**src/rtl/gpr_wr_arbiter_if.sv**
```systemverilog
// Writeback request bundle for the GPR write-port arbiter: three requesters, one-hot-or-zero ready.
interface gpr_wr_arbiter_if #(
  parameter int ADDR_W = 5,
  parameter int DATA_W = 32
);
  logic [2:0]          req_valid;
  logic [3*ADDR_W-1:0] req_addr;
  logic [3*DATA_W-1:0] req_data;
  logic [2:0]          req_ready;

  modport master (output req_valid, output req_addr, output req_data, input req_ready);
  modport slave  (input req_valid, input req_addr, input req_data, output req_ready);
endinterface

```
**src/rtl/gpr_wr_arbiter.sv**
```systemverilog
// Arbitrates EX/MEM/muldiv writebacks onto the single GPR write port and tracks pending destinations.
// GPR_WR_ARB_RR_EN selects round-robin; otherwise fixed priority MEM > EX > muldiv.
module gpr_wr_arbiter #(
  parameter int ADDR_W  = 5,
  parameter int DATA_W  = 32,
  parameter int REG_NUM = 32
) (
  input  logic              clk,
  input  logic              reset,
  input  logic              flush,
  gpr_wr_arbiter_if.slave   req,
  input  logic              rsv_valid,
  input  logic [ADDR_W-1:0] rsv_addr,
  input  logic [ADDR_W-1:0] chk_addr_0,
  output logic              chk_busy_0,
  input  logic [ADDR_W-1:0] chk_addr_1,
  output logic              chk_busy_1,
  output logic              gpr_we,
  output logic [ADDR_W-1:0] gpr_wr_addr,
  output logic [DATA_W-1:0] gpr_wr_data,
  output logic              pend_any
);

  // First valid requester in the order a, b, c wins.
  function automatic logic [2:0] pick3(input logic [2:0] v, input logic [1:0] a,
                                       input logic [1:0] b, input logic [1:0] c);
    logic [2:0] g;
    g = '0;
    if (v[a])      g[a] = 1'b1;
    else if (v[b]) g[b] = 1'b1;
    else if (v[c]) g[c] = 1'b1;
    return g;
  endfunction

  logic [2:0]        grant_raw;
  logic [2:0]        grant;
  logic [1:0]        gnt_idx;
  logic              we_reg;
  logic [ADDR_W-1:0] addr_reg;
  logic [DATA_W-1:0] data_reg;
  logic [REG_NUM-1:0] pend_reg;

`ifdef GPR_WR_ARB_RR_EN
  logic [1:0] ptr_reg;

  always_comb begin
    case (ptr_reg)
      2'd0:    grant_raw = pick3(req.req_valid, 2'd1, 2'd2, 2'd0);
      2'd1:    grant_raw = pick3(req.req_valid, 2'd2, 2'd0, 2'd1);
      default: grant_raw = pick3(req.req_valid, 2'd0, 2'd1, 2'd2);
    endcase
  end

  always_ff @(posedge clk) begin
    if (reset)
      ptr_reg <= 2'd2;
    else if (|grant)
      ptr_reg <= gnt_idx;
  end
`else
  always_comb grant_raw = pick3(req.req_valid, 2'd1, 2'd0, 2'd2);
`endif

  assign grant         = (reset || flush) ? 3'b000 : grant_raw;
  assign req.req_ready = grant;
  assign gnt_idx       = grant[1] ? 2'd1 : (grant[2] ? 2'd2 : 2'd0);

  always_ff @(posedge clk) begin
    if (reset) begin
      we_reg   <= 1'b0;
      addr_reg <= '0;
      data_reg <= '0;
    end else if (|grant) begin
      we_reg   <= 1'b1;
      addr_reg <= req.req_addr[gnt_idx*ADDR_W +: ADDR_W];
      data_reg <= req.req_data[gnt_idx*DATA_W +: DATA_W];
    end else begin
      we_reg   <= 1'b0;
    end
  end

  // A registered write is dropped as soon as reset is seen, not one edge later.
  assign gpr_we      = we_reg & ~reset;
  assign gpr_wr_addr = addr_reg;
  assign gpr_wr_data = data_reg;

  for (genvar gi = 0; gi < REG_NUM; gi++) begin : g_pend
    logic set_hit;
    logic clr_hit;
    assign set_hit = rsv_valid && (rsv_addr == ADDR_W'(gi));
    assign clr_hit = gpr_we && (gpr_wr_addr == ADDR_W'(gi));

    always_ff @(posedge clk) begin
      if (reset || flush)
        pend_reg[gi] <= 1'b0;
      else if (set_hit)
        pend_reg[gi] <= 1'b1;
      else if (clr_hit)
        pend_reg[gi] <= 1'b0;
    end
  end

  // The in-flight write is bypassed by the register file, so it is not a hazard.
  assign chk_busy_0 = pend_reg[chk_addr_0] & ~(gpr_we && (gpr_wr_addr == chk_addr_0));
  assign chk_busy_1 = pend_reg[chk_addr_1] & ~(gpr_we && (gpr_wr_addr == chk_addr_1));
  assign pend_any   = |pend_reg;

endmodule

```
**src/flat_wrapper.sv**
```systemverilog
// flat-port wrapper written by rule: the top's interface ports become plain ports
module gpr_wr_arbiter_flat 
#(
  parameter int ADDR_W  = 5,
  parameter int DATA_W  = 32,
  parameter int REG_NUM = 32
)
  (clk, reset, flush, rsv_valid, rsv_addr, chk_addr_0, chk_busy_0, chk_addr_1, chk_busy_1, gpr_we, gpr_wr_addr, gpr_wr_data, pend_any, req_req_valid, req_req_addr, req_req_data, req_req_ready);
  gpr_wr_arbiter_if #(.ADDR_W(ADDR_W), .DATA_W(DATA_W)) req_i ();
  input  logic clk;
  input  logic reset;
  input  logic flush;
  input  logic rsv_valid;
  input  logic [ADDR_W-1:0] rsv_addr;
  input  logic [ADDR_W-1:0] chk_addr_0;
  output logic chk_busy_0;
  input  logic [ADDR_W-1:0] chk_addr_1;
  output logic chk_busy_1;
  output logic gpr_we;
  output logic [ADDR_W-1:0] gpr_wr_addr;
  output logic [DATA_W-1:0] gpr_wr_data;
  output logic pend_any;
  input wire logic [$bits(req_i.req_valid)-1:0] req_req_valid;
  input wire logic [$bits(req_i.req_addr)-1:0] req_req_addr;
  input wire logic [$bits(req_i.req_data)-1:0] req_req_data;
  output wire logic [$bits(req_i.req_ready)-1:0] req_req_ready;
  assign req_i.req_valid = req_req_valid;
  assign req_i.req_addr = req_req_addr;
  assign req_i.req_data = req_req_data;
  assign req_req_ready = req_i.req_ready;
  gpr_wr_arbiter #(.ADDR_W(ADDR_W), .DATA_W(DATA_W), .REG_NUM(REG_NUM)) u_core (.clk(clk), .reset(reset), .flush(flush), .req(req_i), .rsv_valid(rsv_valid), .rsv_addr(rsv_addr), .chk_addr_0(chk_addr_0), .chk_busy_0(chk_busy_0), .chk_addr_1(chk_addr_1), .chk_busy_1(chk_busy_1), .gpr_we(gpr_we), .gpr_wr_addr(gpr_wr_addr), .gpr_wr_data(gpr_wr_data), .pend_any(pend_any));
endmodule
```
**config.mk**
```make
export PLATFORM = sky130hd
export DESIGN_NAME = gpr_wr_arbiter_flat
export DESIGN_NICKNAME = d
export VERILOG_FILES = /design/src/rtl/gpr_wr_arbiter_if.sv /design/src/rtl/gpr_wr_arbiter.sv /design/src/flat_wrapper.sv
export SDC_FILE = /design/constraint.sdc
export NUM_CORES = 1
export LEC_CHECK = 0
export ABC_CLOCK_PERIOD_IN_PS = 1950
export CELL_PAD_IN_SITES_DETAIL_PLACEMENT = 1
export CELL_PAD_IN_SITES_GLOBAL_PLACEMENT = 2
export CORE_ASPECT_RATIO = 1.75
export CORE_MARGIN = 2
export CORE_UTILIZATION = 22
export DETAILED_ROUTE_END_ITERATION = 12
export HOLD_SLACK_MARGIN = 0.03
export PLACE_DENSITY = 0.84
export SLEW_MARGIN = 20
export SYNTH_ARGS = -nofsm -noshare
export SYNTH_HDL_FRONTEND = slang
export SYNTH_SLANG_ARGS = --single-unit
```
**constraint.sdc**
```tcl
create_clock -name clk -period 1.95 [get_ports clk]
set_clock_uncertainty 0.05 [all_clocks]
set_input_delay 0.39 -clock clk [delete_from_list [all_inputs] [get_ports clk]]
set_output_delay 0.39 -clock clk [all_outputs]
set_load 0.05 [all_outputs]
```
==> flow_summary.yaml, run 1 <==
run_status:
  outcome: "finished, violations left"
  violations: "negative setup slack"
clock_tree:
  cts_tree: "yes"
  cts_sinks: 70
  clockBufferDepth: 2
  root_buffer: "clkbuf_16"
  worstSkewPairLatency_ns: 0.33
  ctsHtreeMaxLevel: 3
  hold_buffers: 0
  clkTransAtPathRegs_ns: 0.06
  cts_made_buffers: 9
setup_path:
  cp-start-kind: "primary input"
  r2r_cells: 6
  timing.rr.start: "u_core.gpr_wr_addr[4]"
  worst_setup_path_end_kind: "output port"
  cp.arrival_ns: 1.85
  required_ns: 1.51
  reg2reg_to: "u_core.pend_reg[10]"
  cp_max_fo: 5
  rrSetupSlack_ns: 0.30
  path_class: "primary input to output port"
global_routing:
  grt_pass1_wl_um: 27780
  antenna_found_initial: 0
  grt_pass1_vias: 5112
  gr-total-overflow: 0
  grt_use_total_pct: 17.71
  grt_max_degree: 38
yosys:
  synth_top_family_by_area: "multiplexers"
  synth_simple_gate_area_share_pct: 18.54
  syn_nets: 605
  syn_inst: 472
  synthMuxAreaShare_pct: 28.30
  synthXorXnorAreaFrac_pct: 2.021
  syn_area_mm2: 0.004333
  ys_seq_area_share_pct: 32.34
  ys_warn_count: 0
  synthAdderAreaFrac_pct: 0
  synth-compound-area-share_pct: 13.57
  synth_seq_cells: 70
  syn_area_per_cell_um2: 9.180
  synthDistinctLibCells: 34
floorplanning:
  rows: 67
  dieHeight_um: 189.7
  dieArea_mm2: 0.02088
  die_w_um: 110.1
  pin_count: 177
  core_area_mm2: 0.01920
  start_util_pct: 22.57
detailed_routing:
  drtAntennaViolNets: 0
  drtIter0Drc: 167
  viasPerCell: 4.958
  drc: 0
  wl_per_cell_um: 19.62
  num_vias: 4591
  drt_first_pass_iters: 7
  routed_wl_um: 18170
finish:
  drive_gt1_share_pct: 29.64
  fill_cells: 2168
  diodes: 0
  instances_no_fill: 926
  regArea_mm2: 0.001454
  multiInputGateArea_mm2: 0.002818
  fin_nets: 813
  area_growth_pct: 67.86
power_and_ir_drop:
  pwr-share-comb_pct: 25.7
  p_leak_nw: 3.006
  cellInternalPower_mw: 3.384
  p_seq_share_pct: 33.0
  p_sw_mw: 1.307
  clockPowerShare_pct: 41.3
  switching_share_pct: 27.86
  cellPowerDensity_mw_per_mm2: 644.9
  peakVddDrop_mv: 0.4125
place:
  place_ws_ns: -0.7958
  dp_cells: 901
  place_hpwl_um: 14390
  port_buffers: 176
  place_congestion: 0.9939
sta:
  hold_violations: 0
  grt_setup_unrepaired: "true"
  fmax_mhz: 436.3
  slew_headroom_pct: 64.79
  post-route-period-util_pct: 117.6
  finalMaxSlewViolations: 0
  setup_viol: 3
  layout_setup_ws_ns: -0.3422
  hold_slack_ns: 0.4346
  tightest_slew_ns: 0.5273
  period_needed_ns: 2.292
min_path:
  hold_end: "u_core.gpr_wr_data[27]"
  min_path_cells: 2
  hold_path_startpoint: "u_core.gpr_wr_data[27]"
  hp-class: "flip-flop to flip-flop"
flow_run:
  maxCapViolations: 0
## power groups by stage
stage / Clock, mW / Sequential, mW / Combinational [mW]
6_report: 1.94 / 1.55 / 1.21
5_1_grt: 2.04 / 1.56 / 1.28
4_1_cts: 1.98 / 1.55 / 1.21
3_5_place_dp: 0 / 1.59 / 1.18
3_3_place_gp: 0 / 1.58 / 1.16
2_1_floorplan: 0 / 1.78 / 0.386
## stage by stage
stage                     utilization [%]  cell area (um^2)  power (mW)  setup TNS [ns]
after floorplan                         -              4368       2.165        -0.02886
after global placement              34.80              6680       2.740          -17.99
after detailed placement            34.80              6680       2.768          -21.72
after CTS                           37.67              7232       4.737         -0.7046
after global routing                37.89              7273       4.881         -0.9766
final                               37.89              7273       4.690         -0.8071
## cells in the final DEF (no fill, tap or decap), types with 3 or more instances in the layout
cell             count
bufinv_16            3
mux2i_1             48
mux2_1              14
nor2_1               9
dfxtp_2             24
nand2b_1             6
nor2b_1             10
dlygate4sd2_1        9
clkbuf_16            9
nand3b_1            41
nand4_1              3
mux2_2              25
nand3_1             13
buf_2                3
dfxtp_1             40
buf_4               80
mux4_1               4
nand2_1             32
a21oi_1             32
mux4_2               8
o21ai_1              8
buf_12              14
o21ai_0             64
nor4_2               7
dfxtp_4              6
clkdlybuf4s50_1    123
xor2_1               8
## per-layer routing
| layer | wire (um) | up-vias | share of wire [%] | track usage (%) |
|---|---|---|---|---|
| met2 | 10470 | 174 | 58 | 34.62 |
| met1 | 5803 | 2210 | 32 | 15.77 |
| met5 | 0 | - | 0 | 0 |
| met3 | 905 | 58 | 5.0 | 3.494 |
| li1 | - | 2149 | - | - |
| met4 | 991 | 0 | 5.5 | 10.91 |
## logic make-up (layout without fill, tap and decap cells)
family	Yosys count	after routing
AOI/OAI and AO/OA	112	112
and+or+nand+nor	138	138
DFF	70	70
xor gates and xnor gates	10	10
buffers and inverters	42	255
muxes	100	100
## cells in the mapped netlist, drive strengths merged
library cell / instances / area (um^2)
o21bai: 1 / 7.510
inv: 2 / 7.510
nand3: 14 / 70.07
xor2: 8 / 70.07
nand3b: 41 / 307.8
mux2: 39 / 439.2
o31ai: 1 / 7.510
mux4: 12 / 296.5
mux2i: 49 / 490.5
nor3b: 3 / 27.52
nand2b: 6 / 37.54
dfxtp: 70 / 1401
clkbuf: 18 / 67.56
nor4: 10 / 62.56
xnor2: 2 / 17.52
nand4: 3 / 18.77
o2111a: 2 / 22.52
nand2: 32 / 120.1
nand4b: 2 / 17.52
or2: 4 / 25.02
buf: 22 / 151.4
and3: 1 / 6.260
o21ai: 72 / 360.3
a21oi: 32 / 160.2
nor2b: 10 / 62.56
nor2: 10 / 37.54
a211oi: 4 / 30.03
nor3: 2 / 10.01
## repair_timing
action / in CTS / in global routing
buffers inserted: 7 / 0
gates cloned: 2 / 0
resized for setup: 69 / 16
hold endpoints to repair: 0 / 0
pin swaps: 15 / 2
setup endpoints to repair: 16 / 6
## worst max-delay path: stages
cell and delay, ns:
clkdlybuf4s18_2 0.26, mux4_2 0.52, mux2i_1 0.16, o21bai_1 0.08
o2111a_2 0.29, buf_12 0.15
## final cells by class
type / count / area share [%]
clock buffer: 11 / 3.337
tap: 241 / 4.146
sequential: 70 / 19.99
timing repair buffer: 237 / 32.22
multi-input combinational: 360 / 38.74
clock inverter: 5 / 1.462
inverter: 2 / 0.1032
## worst max path at each step
stage / start / endpoint / slack (ns) / cells after the start
CTS: u_core.pend_reg[20] / chk_busy_0 / -0.34 / 5
finish: chk_addr_1[0] / chk_busy_1 / -0.34 / 6
global placement: chk_addr_0[0] / chk_busy_0 / -0.74 / 6
detailed placement: chk_addr_0[0] / chk_busy_0 / -0.80 / 6
floorplan: chk_addr_0[0] / chk_busy_0 / -0.02 / 5
global route: u_core.pend_reg[23] / chk_busy_0 / -0.37 / 5
Power figures use the tool's default switching activity.
==> run 2, diff against run 1 <==
--- a/config.mk
+++ b/config.mk
@@ -6,6 +6,7 @@
 export NUM_CORES = 1
 export LEC_CHECK = 0
 export ABC_CLOCK_PERIOD_IN_PS = 1950
+export CAP_MARGIN = 10
 export CELL_PAD_IN_SITES_DETAIL_PLACEMENT = 1
 export CELL_PAD_IN_SITES_GLOBAL_PLACEMENT = 2
 export CORE_ASPECT_RATIO = 1.75
==> results of run 2 <==
Final layout, timing and power as in run 1 (identical DEF).
